## config.mk

```make
export PLATFORM = sky130hd
export DESIGN_NAME = avalon_pio_edge_in_flat
export DESIGN_NICKNAME = d
export VERILOG_FILES = /design/src/rtl/avalon_pio_edge_in_if.sv /design/src/rtl/avalon_pio_edge_in.sv /design/src/flat_wrapper.sv
export SDC_FILE = /design/constraint.sdc
export NUM_CORES = 1
export LEC_CHECK = 0
export ABC_AREA = 0
export BUFFER_PORTS_ARGS = -buffer_cell sky130_fd_sc_hd__buf_2
export CAP_MARGIN = 10
export CORE_MARGIN = 2
export CORE_UTILIZATION = 37
export DETAILED_ROUTE_END_ITERATION = 10
export HOLD_SLACK_MARGIN = 0.1
export PLACE_DENSITY = 0.73
export SLEW_MARGIN = 20
export SYNTH_ARGS = -nofsm -noshare
export SYNTH_HDL_FRONTEND = slang
export SYNTH_SLANG_ARGS = --single-unit
```

## constraint.sdc

```tcl
create_clock -name clk -period 1.4 [get_ports clk]
set_input_delay 0.28 -clock clk [delete_from_list [all_inputs] [get_ports clk]]
set_output_delay 0.28 -clock clk [all_outputs]
set_load 0.02 [all_outputs]
```

## src/rtl/avalon_pio_edge_in_if.sv

```systemverilog
// Avalon-MM slave register port shared by the PIO blocks: 2-bit word address,
// active-low write strobe, zero-wait-state combinational read data.
interface avalon_pio_edge_in_if;
  logic [1:0]  address;
  logic        chipselect;
  logic        write_n;
  logic [31:0] writedata;
  logic [31:0] readdata;

  modport slave (
    input  address,
    input  chipselect,
    input  write_n,
    input  writedata,
    output readdata
  );

  modport master (
    output address,
    output chipselect,
    output write_n,
    output writedata,
    input  readdata
  );
endinterface

```

## src/rtl/avalon_pio_edge_in.sv

```systemverilog
// Input PIO: two-flop sync, per-bit debounce, sticky edge capture with W1C,
// and a registered maskable level IRQ. Map: 0 DATA, 1 reserved, 2 IRQMASK, 3 EDGECAPTURE.
module avalon_pio_edge_in #(
  parameter int WIDTH           = 3,
  parameter int DEBOUNCE_CYCLES = 4,
  parameter int EDGE_TYPE       = 0
) (
  input  logic                  clk,
  input  logic                  reset_n,
  avalon_pio_edge_in_if.slave   bus,
  input  logic [WIDTH-1:0]      in_port,
  output logic                  irq
);

  localparam int CW = (DEBOUNCE_CYCLES > 1) ? $clog2(DEBOUNCE_CYCLES) : 1;
  localparam logic [CW-1:0] CNT_LAST = CW'(DEBOUNCE_CYCLES - 1);

  logic [WIDTH-1:0] s1, s2, filt, filt_nxt;
  logic [WIDTH-1:0] edge_cap, edge_evt, irq_mask, clr_mask;
  logic [WIDTH-1:0] rise, fall;
  logic [CW-1:0]    cnt [WIDTH];
  logic [CW-1:0]    cnt_nxt [WIDTH];
  logic             wr_en;
  logic             unused_wdata;

  assign unused_wdata = ^bus.writedata;

  // A bit only changes after s2 has disagreed with it for DEBOUNCE_CYCLES edges in a row.
  always_comb begin
    filt_nxt = filt;
    for (int i = 0; i < WIDTH; i++) begin
      cnt_nxt[i] = '0;
      if (s2[i] != filt[i]) begin
        if (cnt[i] == CNT_LAST) filt_nxt[i] = s2[i];
        else                    cnt_nxt[i] = cnt[i] + CW'(1);
      end
    end
  end

  always_comb begin
    rise = filt_nxt & ~filt;
    fall = filt & ~filt_nxt;
    if (EDGE_TYPE == 0)      edge_evt = rise;
    else if (EDGE_TYPE == 1) edge_evt = fall;
    else                     edge_evt = rise | fall;
  end

  assign wr_en    = bus.chipselect && !bus.write_n;
  assign clr_mask = (wr_en && bus.address == 2'd3) ? bus.writedata[WIDTH-1:0] : '0;

  always_ff @(posedge clk) begin
    if (!reset_n) begin
      s1       <= '0;
      s2       <= '0;
      filt     <= '0;
      cnt      <= '{default: '0};
      edge_cap <= '0;
      irq_mask <= '0;
      irq      <= 1'b0;
    end else begin
      s1       <= in_port;
      s2       <= s1;
      filt     <= filt_nxt;
      cnt      <= cnt_nxt;
      // New events are OR-ed in after the clear so a same-edge set survives.
      edge_cap <= (edge_cap & ~clr_mask) | edge_evt;
      if (wr_en && bus.address == 2'd2) irq_mask <= bus.writedata[WIDTH-1:0];
      irq      <= |(edge_cap & irq_mask);
    end
  end

  always_comb begin
    bus.readdata = '0;
    case (bus.address)
      2'd0:    bus.readdata = 32'(filt);
      2'd2:    bus.readdata = 32'(irq_mask);
      2'd3:    bus.readdata = 32'(edge_cap);
      default: bus.readdata = '0;
    endcase
  end

endmodule
```

## src/flat_wrapper.sv

```systemverilog
// flat-port wrapper written by rule: the top's interface ports become plain ports
module avalon_pio_edge_in_flat 
#(
  parameter int WIDTH           = 3,
  parameter int DEBOUNCE_CYCLES = 4,
  parameter int EDGE_TYPE       = 0
)
  (clk, reset_n, in_port, irq, bus_address, bus_chipselect, bus_write_n, bus_writedata, bus_readdata);
  avalon_pio_edge_in_if bus_i ();
  input  logic clk;
  input  logic reset_n;
  input  logic [WIDTH-1:0] in_port;
  output logic irq;
  input wire logic [$bits(bus_i.address)-1:0] bus_address;
  input wire logic [$bits(bus_i.chipselect)-1:0] bus_chipselect;
  input wire logic [$bits(bus_i.write_n)-1:0] bus_write_n;
  input wire logic [$bits(bus_i.writedata)-1:0] bus_writedata;
  output wire logic [$bits(bus_i.readdata)-1:0] bus_readdata;
  assign bus_i.address = bus_address;
  assign bus_i.chipselect = bus_chipselect;
  assign bus_i.write_n = bus_write_n;
  assign bus_i.writedata = bus_writedata;
  assign bus_readdata = bus_i.readdata;
  avalon_pio_edge_in #(.WIDTH(WIDTH), .DEBOUNCE_CYCLES(DEBOUNCE_CYCLES), .EDGE_TYPE(EDGE_TYPE)) u_core (.clk(clk), .reset_n(reset_n), .bus(bus_i), .in_port(in_port), .irq(irq));
endmodule
```

==> impl_metrics.toml, run 1 <==
[run_status]
status = "finished with violations"
violations = "negative setup slack"

[sta]
fin_ws_ns = -0.153
timing.final.max_slew_violations = 0
period_minus_slack_ns = 1.55
finalCritPeriodShare_pct = 111
clock_skew_ns = 0.00690
setup_viol = 3
rsz0062_at_grt = "yes"
final-hold-violation-count = 0
fmax_mhz = 644

[power_and_ir_drop]
pwr-share-comb_pct = 12.4
irDropWorstVdd_mv = 0.660
p_per_area_nw_per_um2 = 914
p_sw_share_pct = 25.8
p_clk_share_pct = 30.2
internal_power_uw = 834
p_sw_uw = 290
p_seq_share_pct = 57.4
total_leakage_power_uw = 0.000539

[synthesis]
postSynthAreaPerCell_um2 = 10.1
syn_inst = 111
yosys.area_share.simple_pct = 20.6
yosysTopAreaCell = "dfxtp_1"
synth_top_area_share_pct = 39.2
synth_compound_area_share_pct = 5.23
synth_top_family_by_area = "simple AND/OR/NAND/NOR gates"
synth.area.mux_share_pct = 8.35
synth_fa_ha_area_share_pct = 3.34
synth_area_leaders = "dfxtp_1, buf_4, mux2i_1"
yosysSeqAreaShare_pct = 39.2
yosysWarnings = 0
ys_seq_elements = 22
syn_area_um2 = 1120
synth_cell_types = 22
synthXorXnorAreaFrac_pct = 2.34

[placement]
dpl.hpwl_um = 1310
io_buffers = 15
pre_cts_ws_ns = -0.0322
routabilityCongestion = 0.734

[die]
start_util_pct = 39.7
die_width_um = 59.1
ios = 74
die_y_um = 59.1
dieArea_um2 = 3490
core_area_um2 = 2830
num_rows = 19

[clock_network]
cts.sinks = 22
cts_htree_levels = 1
cts_root_buf = "clkbuf_4"
clk_pin_slew_ns = 0.12
worstSkewPairLatency_ns = 0.30
hold_buffers = 0
clock_path_buffers = 2
cts_buffers = 3
cts_tree = "yes"

[min_path]
hp-class = "in -> reg"

[global_routing]
overflow = 0
grt_pass1_wl_um = 3040
antenna_found_initial = 0
grt_pass1_vias = 682
grt_max_degree = 32
track_usage_pct = 11.5

[routing]
drc = 0
totalWireLength_um = 1800
drt_iter0_markers = 7
drtPass1Iterations = 4
viasPerCell = 4.60
num_vias = 750
wl_per_cell_um = 11.0
antenna_left = 0

[worst_setup_path]
slowest_stage = "dfxtp_2"
cp_max_fo = 3
endpoint_kind = "output pin"
worstPathArrival_ns = 1.27
startpoint_type = "register"
criticalPathCategory = "reg -> out"
cpPeakStageDelay_ns = 0.35
crit_chain = "mux2_4, a22o_1, buf_6"
critPathRequiredTime_ns = 1.12
crit_family = "flip-flops"
path_buf_inv = 1

[job]
cap_violations = 0

[layout]
post-route-util_pct = 43.5
antennaDiodeCount = 0
syn_to_final_growth_pct = 9.47
nFillCells = 285
drive_above_1_share_pct = 26.5
nets = 177
cell type report:
type / instances / area [µm²] / share of cell area, %
clock buffers: 4 / 36.3 / 2.95
multi-input cells: 85 / 568 / 46.2
flip-flops and latches: 22 / 448 / 36.4
well taps: 31 / 38.8 / 3.15
repair buffers: 21 / 139 / 11.3
through the flow:
stage	instance area [µm²]	hold WS [ns]	setup TNS (ns)	total power, µW	cells
global route	1230	0.175	-0.560	1170	163
floorplan	1230	0.406	0	825	139
global placement	1120	0.413	-0.0348	789	154
detailed placement	1120	0.420	-0.0322	792	154
finish	1230	0.170	-0.422	1120	163
CTS	1230	0.172	-0.413	1130	163
kinds of logic after synthesis:
logic type / after synthesis
buf+inv: 32
mux: 9
other cells: 1
fa+ha+maj: 3
flops: 22
simple gates: 34
xor+xnor: 3
compound gates: 7
repair_timing:
| action | 4_1_cts | 5_1_grt |
|---|---|---|
| gates resized for setup | 15 | 0 |
| setup buffers | 5 | 0 |
| setup endpoints to repair | 3 | 3 |
| endpoints found under the hold margin | 0 | 0 |
| pin swaps | 2 | 2 |
| gates cloned | 0 | 0 |
power groups by stage:
stage | logic [µW] | registers, µW | clock network [µW]
6_report | 139 | 645 | 340
5_1_grt | 153 | 647 | 373
4_1_cts | 137 | 645 | 347
3_5_place_dp | 132 | 660 | 0
3_3_place_gp | 130 | 659 | 0
2_1_floorplan | 167 | 658 | 0
final timing paths:
check	startpoint	endpoint	slack (ns)	cells after the start
max	u_core.irq_mask[1]	bus_readdata[1]	-0.15	3
max reg2reg	u_core.cnt[0]	u_core.cnt[0]	0.38	2
min reg2reg	u_core.s1[0]	u_core.s2[0]	0.45	1
min	in_port[1]	u_core.s1[1]	0.17	2
routing by layer:
metal  track usage (%)  vias to the layer above  wire [µm]
li1                  -                      368          -
met1              14.6                      348        805
met2              18.4                       34        830
met3              5.46                        0        161
met4             0.974                        0          0
met5                 0                        -          0
cell usage in the layout (no fill, tap or decap):
cell type / n
nor2b_1: 4
nor2_1: 1
a22o_1: 3
dfxtp_1: 16
clkbuf_8: 1
mux2i_1: 6
a222oi_1: 1
nand2_1: 9
nor4bb_1: 3
xnor2_1: 3
buf_2: 12
buf_6: 3
and2_1: 6
and4b_1: 1
nand4b_1: 3
dfxtp_2: 6
clkbuf_4: 3
and4bb_4: 1
nand3b_1: 3
o211ai_1: 3
ha_1: 3
buf_4: 6
conb_1: 29
mux2_4: 3
nor4b_1: 3
Yosys cell counts:
cell      count
a222oi_1      1
a22o_1        3
and2_1        6
and4b_1       1
and4bb_4      1
buf_2         2
buf_4        29
clkbuf_1      1
conb_1        1
dfxtp_1      22
ha_1          3
mux2_1        3
mux2i_1       6
nand2_1       9
nand3b_1      3
nand4b_1      3
nor2_1        1
nor2b_1       4
nor4b_1       3
nor4bb_1      3
o211ai_1      3
xnor2_1       3
flip-flops by register name, indices dropped and copies added (netlist names):
| name | cells |
|---|---|
| u_core.irq | 1 |
| u_core.cnt | 6 |
| u_core.s1 | 3 |
| u_core.s2 | 3 |
| u_core.filt | 3 |
| u_core.edge_cap | 3 |
| u_core.irq_mask | 3 |
No activity file was read; power rests on OpenSTA's default activity.
==> inputs of run 2 (changes only) <==
- clock period: 1.4 -> 1.5 ns (I/O delays scaled with it)
==> run 2 against run 1 <==
  * The run still ends with negative setup slack left
  * Non-clock buffer count stayed put
  * First-iteration DRC count stayed put
  * Worst setup slack improved by 0.10 ns
  * Design area fell by 1.1%
  * Register-to-register slack improved by 0.13 ns
  * Via count down 0.40%
  * Die area is the same
  * Sequential power is 6.7% lower
  * Count of clock-buffer cells in the layout fell by 1
  * Critical path type unchanged
  * Largest cell class unchanged
==> impl_metrics.toml, run 2 (synthesis results as in run 1) <==
[worst_setup_path]
cpPeakStageDelay_ns = 0.34
r2r-end = "u_core.cnt[2]"
endpoint_kind = "output pin"
crit_start = "u_core.irq_mask[2]"
critPathCapture = "bus_readdata[2]"
criticalPathCategory = "reg -> out"
ff2ff_path_depth = 2
slowest_stage = "dfxtp_2"
cp_max_fo = 2
r2r_slack_ns = 0.51
crit_chain = "mux2_4, a22o_1, buf_6"
critPathRequiredTime_ns = 1.20
startpoint_type = "register"
r2r-start = "u_core.cnt[2]"
worstPathArrival_ns = 1.25

[layout]
finalNonFillerCells = 162
post-route-util_pct = 43.0
antennaDiodeCount = 0
drive_above_1_share_pct = 26.0
postLayoutCellArea_um2 = 1220
nFillCells = 280
regMostFlops = "u_core.cnt"
syn_to_final_growth_pct = 8.24
layout_commonest_cell = "conb_1"
seqCellArea_um2 = 448
nets = 177
largest_register_ffs = 6
multi_input_area_um2 = 568
mostFrequentLayoutCells = "conb_1, dfxtp_1, buf_2"

[sta]
rsz0062_at_grt = "yes"
fmax_mhz = 644
finalCritPeriodShare_pct = 103
final-hold-violation-count = 0
period_minus_slack_ns = 1.55
tns_ns = -0.110
setup_viol = 3
timing.final.max_slew_violations = 0
clock_skew_ns = 0.00507
fin_ws_ns = -0.0521

[clock_network]
clk_pin_slew_ns = 0.11
cts_root_buf = "clkbuf_4"
clock_path_buffers = 2
cts.sinks = 22
cts_htree_levels = 1
hold_buffers = 0
cts_tree = "yes"
worstSkewPairLatency_ns = 0.30
cts_buffers = 3

[global_routing]
grt_pass1_vias = 715
grt_pass1_wl_um = 3080
antenna_found_initial = 0
grt_max_degree = 32
overflow = 0
track_usage_pct = 11.6

[die]
start_util_pct = 39.7
dieArea_um2 = 3490
ios = 74
die_width_um = 59.1
num_rows = 19
core_area_um2 = 2830
die_y_um = 59.1

[power_and_ir_drop]
p_sw_uw = 260
total_leakage_power_uw = 0.000533
p_seq_share_pct = 61.2
pwr-share-comb_pct = 13.1
p_clk_share_pct = 25.7
irDropWorstVdd_mv = 0.413
internal_power_uw = 723
p_sw_share_pct = 26.5
p_per_area_nw_per_um2 = 809

[placement]
pre_cts_ws_ns = 0.0271
routabilityCongestion = 0.744
dp.cells = 153
io_buffers = 15
dpl-instance-area_um2 = 1110
dpl.hpwl_um = 1360

[routing]
drc = 0
antenna_left = 0
wl_per_cell_um = 11.3
viasPerCell = 4.61
num_vias = 747
drtPass1Iterations = 4
totalWireLength_um = 1830
drt_iter0_markers = 7

[job]
cap_violations = 0

[run_status]
violations = "negative setup slack"
status = "finished with violations"

[min_path]
hp-class = "in -> reg"
==> run 2: routing by layer <==
layer	track usage, %	share of wire, %	vias to the layer above	wire length (µm)
li1	-	-	367	-
met1	13.8	44	347	808
met2	18.9	47	31	864
met3	4.15	8.2	2	151
met4	4.87	0.44	0	8
met5	0	0	-	0
==> run 2: stage by stage <==
stage,hold slack [ns],total power [µW]
detailed placement,0.423,737
finish,0.201,983
CTS,0.198,993
floorplan,0.406,770
global route,0.185,1040
global placement,0.415,734
==> run 2: timing repair <==
action,4_1_cts,5_1_grt
resized for setup,15,0
hold endpoints to repair,0,0
gates cloned,0,0
pin swaps,3,1
setup buffers,6,0
endpoints found under the setup margin,3,3
==> run 2: final cells by class <==
cell class / count / area share [%]
well taps: 31 / 3.19
repair buffers: 21 / 11.4
multi-input cells: 85 / 46.7
clock buffers: 3 / 1.85
flip-flops and latches: 22 / 36.8
==> run 2: worst min-delay path by stage <==
stage,startpoint,to,slack [ns],cells after the start
final,in_port[2],u_core.s1[2],0.20,2
after global routing,in_port[2],u_core.s1[2],0.18,2
after CTS,in_port[0],u_core.s1[0],0.20,2
after detailed placement,u_core.s1[0],u_core.s2[0],0.42,1
after global placement,u_core.cnt[0],u_core.cnt[0],0.41,1
after floorplan,u_core.cnt[0],u_core.cnt[0],0.41,1
==> run 2: power groups by stage <==
stage / sequential, µW / combinational [µW] / clock, µW
2_1_floorplan: 614 / 156 / 0
5_1_grt: 604 / 141 / 291
3_3_place_gp: 615 / 119 / 0
4_1_cts: 602 / 128 / 263
3_5_place_dp: 616 / 122 / 0
6_report: 602 / 129 / 253
==> run 2: worst max-delay path: cells and delay by family (launching register included) <==
family	cells	cell delay (ns)
DFF	1	0.34
muxes	1	0.26
AOI/OAI and AO/OA	1	0.22
buffers and inverters	1	0.13
==> inputs of run 3 (changes only) <==
- CORE_UTILIZATION: 37 -> 41
- MAX_ROUTING_LAYER: default -> met4
- PLACE_DENSITY: 0.73 -> 0.79
==> run 3 against run 2 <==
  * The run still ends with negative setup slack left
  * Fmax shrank 2.3%
  * Routed wire length grew 0.93%
  * Clock power grew 26%
  * Total power grew 6.7%
  * First-iteration DRC count grew 110%
  * Hold slack lost 0.0074 ns
  * Design area grew 0.41%
  * Flip-flop and latch count is the same
  * Clock skew shrank 0.0034 ns
  * Sequential power is essentially flat
  * Combinational power is essentially flat
  * Critical path type unchanged
  * Critical endpoint unchanged
  * Highest routed layer is now met3
==> impl_metrics.toml, run 3 (synthesis results as in run 1) <==
[routing]
num_vias = 748
wl_per_cell_um = 11.5
drc = 0
totalWireLength_um = 1850
drtPass1Iterations = 4
drt_iter0_markers = 15
viasPerCell = 4.65
antenna_left = 0

[worst_setup_path]
critPathRequiredTime_ns = 1.20
cp_max_fo = 2
endpoint_kind = "output pin"
criticalPathCategory = "reg -> out"
worstPathArrival_ns = 1.29
startpoint_type = "register"

[placement]
routabilityCongestion = 0.781
dpl-instance-area_um2 = 1110
io_buffers = 15
dp.cells = 152
dpl.hpwl_um = 1280

[min_path]
hp-class = "in -> reg"

[power_and_ir_drop]
p_per_area_nw_per_um2 = 859
irDropWorstVdd_mv = 0.742
power.total_uw = 1050
total_leakage_power_uw = 0.000534

[clock_network]
cts_htree_levels = 1
cts.sinks = 22
clock_path_buffers = 2
cts_buffers = 3
cts_tree = "yes"
worstSkewPairLatency_ns = 0.30
clk_pin_slew_ns = 0.11
hold_buffers = 0
cts_root_buf = "clkbuf_4"

[sta]
final-hold-violation-count = 0
finalCritPeriodShare_pct = 106
clock_skew_ns = 0.00164
rsz0062_at_grt = "yes"
period_minus_slack_ns = 1.59
fmax_mhz = 630
fin_ws_ns = -0.0880
timing.final.max_slew_violations = 0
setup_viol = 3

[die]
ios = 74
core_area_um2 = 2540
die_y_um = 56.4
num_rows = 18
die_width_um = 56.4
start_util_pct = 44.1
dieArea_um2 = 3180

[layout]
syn_to_final_growth_pct = 8.69
drive_above_1_share_pct = 26.0
antennaDiodeCount = 0
layout_commonest_cell = "conb_1"
postLayoutCellArea_um2 = 1220
regMostFlops = "u_core.cnt"
finalNonFillerCells = 161
post-route-util_pct = 48.0
largest_register_ffs = 6
nFillCells = 248
mostFrequentLayoutCells = "conb_1, dfxtp_1, buf_2"
nets = 176

[run_status]
violations = "negative setup slack"
status = "finished with violations"

[job]
cap_violations = 0

[global_routing]
grt_pass1_wl_um = 2990
grt_max_degree = 32
grt_pass1_vias = 677
track_usage_pct = 12.3
antenna_found_initial = 0
overflow = 0
-- run 3: cell count changes in the layout (fill, tap and decap cells not counted) --
cell      before  now
buf_4          6    5
clkbuf_8       0    1
-- run 3: layer usage --
metal	global-route usage, %	up-vias	wire [µm]
li1	-	365	-
met1	14.0	349	783
met2	21.0	34	925
met3	4.61	0	140
met4	2.04	0	0
met5	-	-	0
-- run 3: worst paths after layout --
kind | start | end | slack (ns) | depth (start not counted)
setup reg to reg | u_core.cnt[2] | u_core.cnt[2] | 0.47 | 2
hold / removal | in_port[0] | u_core.s1[0] | 0.19 | 2
hold reg to reg | u_core.cnt[4] | u_core.cnt[4] | 0.44 | 1
setup / recovery | u_core.irq_mask[2] | bus_readdata[2] | -0.09 | 3
-- run 3: area by class of cell --
| cell class | instances | area, µm² | share of cell area [%] |
|---|---|---|---|
| repair buffers | 20 | 131 | 10.8 |
| multi-input cells | 85 | 568 | 46.5 |
| flip-flops and latches | 22 | 448 | 36.7 |
| clock buffers | 4 | 36.3 | 2.97 |
| well taps | 30 | 37.5 | 3.07 |
-- run 3: what timing repair did --
item	CTS	global route
pin swaps	3	0
gates cloned	0	0
setup endpoints to repair	3	3
gates resized for setup	15	0
buffers inserted	5	0
-- run 3: metrics by stage --
| step | TNS [ns] | hold WS (ns) | setup WS, ns |
|---|---|---|---|
| floorplan | 0 | 0.406 | 0.310 |
| global placement | 0 | 0.415 | 0.0259 |
| detailed placement | 0 | 0.418 | 0.0280 |
| CTS | -0.204 | 0.184 | -0.0841 |
| global route | -0.358 | 0.190 | -0.127 |
| finish | -0.203 | 0.193 | -0.0880 |
-- run 3: critical path, cell delays in order (launching register included) --
cell and delay (ns):
dfxtp_2 0.35, mux2_4 0.27, a22o_1 0.24, buf_6 0.14
-- run 3: power by group --
group | switching (µW) | leakage [µW] | internal (µW) | total, µW
clock | 171 | 0.0000210 | 148 | 319
combinational | 94.8 | 0.000332 | 33.1 | 128
sequential | 6.14 | 0.000182 | 596 | 602
